[src/rtl/adder_arbiter.sv]
// Round-robin front end for one shared external 6-bit adder.
// It grants one requester, drives the adder, registers sum and carry, and returns them on a valid/ready channel.
module adder_arbiter #(
   parameter int ID_W  = 2,
   parameter int WIDTH = 6,
   localparam int N_REQ = 2**ID_W
) (
   input  logic                     clk,
   input  logic                     rst,
   input  logic [N_REQ-1:0]         req_valid,
   input  logic [N_REQ*WIDTH-1:0]   req_a,
   input  logic [N_REQ*WIDTH-1:0]   req_b,
   output logic [N_REQ-1:0]         req_ready,
   output logic [WIDTH-1:0]         add_a,
   output logic [WIDTH-1:0]         add_b,
   input  logic [WIDTH-1:0]         add_sum,
   output logic                     rsp_valid,
   input  logic                     rsp_ready,
   output logic [ID_W-1:0]          rsp_id,
   output logic [WIDTH-1:0]         rsp_sum,
   output logic                     rsp_ovf,
   output logic                     busy
);

   // state | meaning
   // IDLE  | search for a winner from rr_ptr; grant and capture operands
   // EXEC  | operands on the shared adder; capture sum and carry
   // RESP  | result presented; wait for rsp_ready

   typedef enum logic [1:0] {IDLE, EXEC, RESP} state_t;

   state_t           state, state_nxt;
   logic [ID_W-1:0]  rr_ptr;
   logic [ID_W-1:0]  id;
   logic [WIDTH-1:0] op_a, op_b;
   logic             grant_hit;
   logic [ID_W-1:0]  grant_idx;
   logic [ID_W-1:0]  cand;

   // Search wraps naturally because cand is ID_W bits wide.
   always_comb begin
      grant_hit = 1'b0;
      grant_idx = rr_ptr;
      cand      = rr_ptr;
      for (int k = 0; k < N_REQ; k++) begin
         cand = rr_ptr + k[ID_W-1:0];
         if (!grant_hit && req_valid[cand]) begin
            grant_hit = 1'b1;
            grant_idx = cand;
         end
      end
   end

   always_ff @(posedge clk or posedge rst) begin
      if (rst) state <= IDLE;
      else     state <= state_nxt;
   end

   always_comb begin
      state_nxt = state;
      case (state)
         IDLE:    if (grant_hit) state_nxt = EXEC;
         EXEC:    state_nxt = RESP;
         RESP:    if (rsp_ready) state_nxt = IDLE;
         default: state_nxt = IDLE;
      endcase
   end

   // req_ready is held low while rst is high, even if requests are pending.
   always_comb begin
      req_ready = '0;
      if (state == IDLE && grant_hit && !rst) req_ready[grant_idx] = 1'b1;
      rsp_valid = (state == RESP);
      busy      = (state != IDLE);
   end

   always_ff @(posedge clk or posedge rst) begin
      if (rst) begin
         rr_ptr  <= '0;
         id      <= '0;
         op_a    <= '0;
         op_b    <= '0;
         rsp_id  <= '0;
         rsp_sum <= '0;
         rsp_ovf <= 1'b0;
      end else begin
         case (state)
            IDLE: if (grant_hit) begin
               op_a <= req_a[grant_idx*WIDTH +: WIDTH];
               op_b <= req_b[grant_idx*WIDTH +: WIDTH];
               id   <= grant_idx;
            end
            EXEC: begin
               rsp_sum <= add_sum;
               // A truncated sum smaller than an operand means the addition carried out.
               rsp_ovf <= (add_sum < op_a);
               rsp_id  <= id;
            end
            RESP: if (rsp_ready) rr_ptr <= id + 1'b1;
            default: ;
         endcase
      end
   end

   assign add_a = op_a;
   assign add_b = op_b;

endmodule

[config.mk]
export PLATFORM = sky130hd
export DESIGN_NAME = adder_arbiter
export DESIGN_NICKNAME = d
export VERILOG_FILES = /design/src/rtl/adder_arbiter.sv
export SDC_FILE = /design/constraint.sdc
export NUM_CORES = 1
export LEC_CHECK = 0
export CAP_MARGIN = 10
export CORE_MARGIN = 1
export CORE_UTILIZATION = 41
export DETAILED_ROUTE_END_ITERATION = 7
export GPL_TIMING_DRIVEN = 0
export PLACE_DENSITY = 0.8
export REMOVE_ABC_BUFFERS = 1
export SLEW_MARGIN = 20
export SYNTH_ARGS = -nofsm -noshare
export SYNTH_HDL_FRONTEND = slang
export SYNTH_SLANG_ARGS = --single-unit
[constraint.sdc]
create_clock -name clk -period 1.9 [get_ports clk]
set_input_delay 0.38 -clock clk [delete_from_list [all_inputs] [get_ports clk]]
set_output_delay 0.38 -clock clk [all_outputs]
set_load 0.1 [all_outputs]
==> results_dict.tcl <==
set metrics [dict create \
    fmax_mhz 448 \
    synthTopCellsByCount "nand2_1, dfrtp_1, o21ai_0, nor2_1, nand3_1" \
    grt_usage_pct 25.0 \
    clk_pin_slew_worst_paths_ns 0.10 \
    synth_edf_count 0 \
    grt_pass1_wl_mm 9.60 \
    synth_cell_types 41 \
    place_hpwl_mm 4.04 \
    drt_first_pass_iters 5 \
    worst-r2r-setup-slack_ns -0.05 \
    violations "negative setup slack" \
    worst_hold_slack_ns 0.476 \
    end_kind "output pin" \
    h-tree-depth 1 \
    fin_skew_ns 0.0105 \
    r2r_end "add_b[0]$_DFFE_PP0P_" \
    seq_area_frac_synth_pct 35.9 \
    final_area_mm2 0.00308 \
    p_leak_nw 1.31 \
    crit_required_ns 1.52 \
    core_region_area_mm2 0.00438 \
    ys_seq_elements 27 \
    synthCells 223 \
    hold_viol_final 0 \
    r2r_cells 6 \
    layout_setup_ws_ns -0.330 \
    timing.rr.start "rr_ptr[1]$_DFFE_PP0P_" \
    critPathMaxFanout 2 \
    die_w_um 69.8 \
    cts_buffers 3 \
    period_needed_ns 2.23 \
    fin_tns_setup_ns -1.42 \
    cp-start-kind "flop" \
    relSlewSlack_pct 35.3 \
    cts_hold_buf 0 \
    worstMarginPinSlew_ns 0.974 \
    grt.overflow.total 0 \
    cts_tree "done" \
    min_from "rsp_id[1]$_DFFE_PP0N_" \
    yosysWarningCount 0 \
    period_share_pct 117 \
    drive_gt1_share_pct 24.0 \
    port_buffers 87 \
    layout.nets 388 \
    netlist_area_mm2 0.00188 \
    grt_antenna_before_repair 0 \
    drtAntennaViolNets 0 \
    hp-class "reg -> reg" \
    cts_max_path_buffers 2 \
    area_growth_pct 63.5 \
    grt_pass1_vias 2041 \
    hold_end "rsp_id[1]$_DFFE_PP0N_" \
    synth_top_area_share_pct 35.9 \
    setup_viol 8 \
    clock_latency_ns 0.28 \
    synth_top_cell_by_area "dfrtp_1" \
    grt_max_degree 21 \
    dpl-instance-area_mm2 0.00273 \
    place.gp.congestion 0.791 \
    drv_cap 0 \
    maxSlewViolCount 0 \
    synth.most_common_cell "nand2_1" \
    vias 2125 \
    avgSynthCellArea_um2 8.45 \
    routed_wl_mm 6.24 \
    viasPerCell 5.70 \
    drc 0 \
    cts_root_buffer "clkbuf_8" \
    cp.arrival_ns 1.85 \
    rsz0062_at_grt "true" \
    die_y_um 69.8 \
    drt_iter0_markers 129 \
    outcome "complete, but fails checks" \
    vdd_drop_max_mv 0.842 \
    synth-main-ff-cell "dfrtp_1" \
    clock_sinks 27 \
    synthTopCellsByArea "dfrtp_1, nand2_1, o21ai_0" \
    rows 24 \
    critPathKind "reg -> out" \
    whs_path_depth 2 \
    start_util_pct 43.0 \
    place_ws_ns -2.04 \
    wl_per_cell_um 16.7 \
    io_pins 88 \
    die-area_mm2 0.00487 \
    async_flop_share_pct 100 \
    antenna_cells 0 \
    power.density_mw_per_mm2 1840 \
]
-- critical path, cell delays in order (launching register included) --
cell	delay, ns
dfrtp_2	0.44
or4_4	0.55
nor2_4	0.14
nor2_2	0.05
nor3_2	0.14
buf_6	0.25
-- cell families (layout without fill, tap and decap cells) --
group / Yosys count / in the layout / synth area share (%)
xor+xnor: 1 / 1 / 0.465
simple gates: 90 / 90 / 24.2
fa+ha+maj: 5 / 5 / 3.32
mux: 8 / 8 / 5.18
buf+inv: 27 / 125 / 6.71
compound gates: 65 / 65 / 24.2
flops: 27 / 27 / 35.9
-- through the flow --
step | total power, mW | std cells | util, %
final | 5.68 | 373 | 70.3
after global routing | 5.96 | 373 | 70.3
after CTS | 5.46 | 359 | 67.2
after detailed placement | 5.04 | 345 | 62.3
after global placement | 4.96 | 345 | 62.3
after floorplan | 4.04 | 206 | -
-- power breakdown --
part | switching, mW | internal, mW
clock network | 0.198 | 0.149
registers | 0.187 | 0.866
logic | 3.07 | 1.21
-- cells in the final DEF (no fill, tap or decap), types with 5 or more instances in the layout --
master	synthesis	layout
clkdlybuf4s50_1	0	56
nand2_1	35	34
dfrtp_1	27	25
buf_4	0	23
o21ai_0	19	18
nand3_1	10	10
clkdlybuf4s15_1	0	10
nor2_1	12	9
a31oi_1	9	9
nand2b_1	8	7
a32oi_1	7	7
nor4b_1	7	7
a21oi_1	7	6
inv_1	8	6
dlygate4sd2_1	0	6
ha_1	5	5
clkdlybuf4s15_2	0	5
-- routing by layer --
metal	GRT usage (%)	part of all wire, %	vias up
li1	-	-	1010
met3	3.49	5.5	16
met5	0	0	-
met1	31.7	41	997
met4	11.1	2.5	0
met2	42.1	51	102
-- cell type report --
cell class	count	area, um^2
sequential	27	678
fill	360	1300
timing repair buffer	110	1030
timing repair inverter	1	5.00
inverter	10	45.0
tap	52	65.1
multi-input combinational	169	1210
clock buffer	3	41.3
clock inverter	1	7.51
-- registers in the layout, summed over array words and instances, names as in the netlist --
| signal | flops |
|---|---|
| rr_ptr | 2 |
| add_b | 6 |
| id | 2 |
| add_a | 6 |
| state | 2 |
| rsp_id | 2 |
| rsp_ovf | 1 |
| rsp_sum | 6 |
-- worst max-delay path by stage --
stage | startpoint | end | slack (ns) | cells past startpoint
floorplan | state[1]$_DFFE_PP0P_ | req_ready[0] | -1.91 | 3
global placement | req_valid[3] | req_ready[2] | -2.02 | 6
detailed placement | req_valid[3] | req_ready[2] | -2.04 | 6
CTS | req_valid[0] | req_ready[2] | -0.32 | 6
global route | rr_ptr[1]$_DFFE_PP0P_ | req_ready[0] | -0.42 | 7
finish | rr_ptr[1]$_DFFE_PP0P_ | req_ready[0] | -0.33 | 5
-- what timing repair did --
item / 4_1_cts / 5_1_grt
setup buffers: 9 / 14
setup endpoints to repair: 42 / 32
pin swaps: 7 / 1
gates cloned: 1 / 0
resized for setup: 98 / 28
No activity file was read; power rests on OpenSTA's default activity.
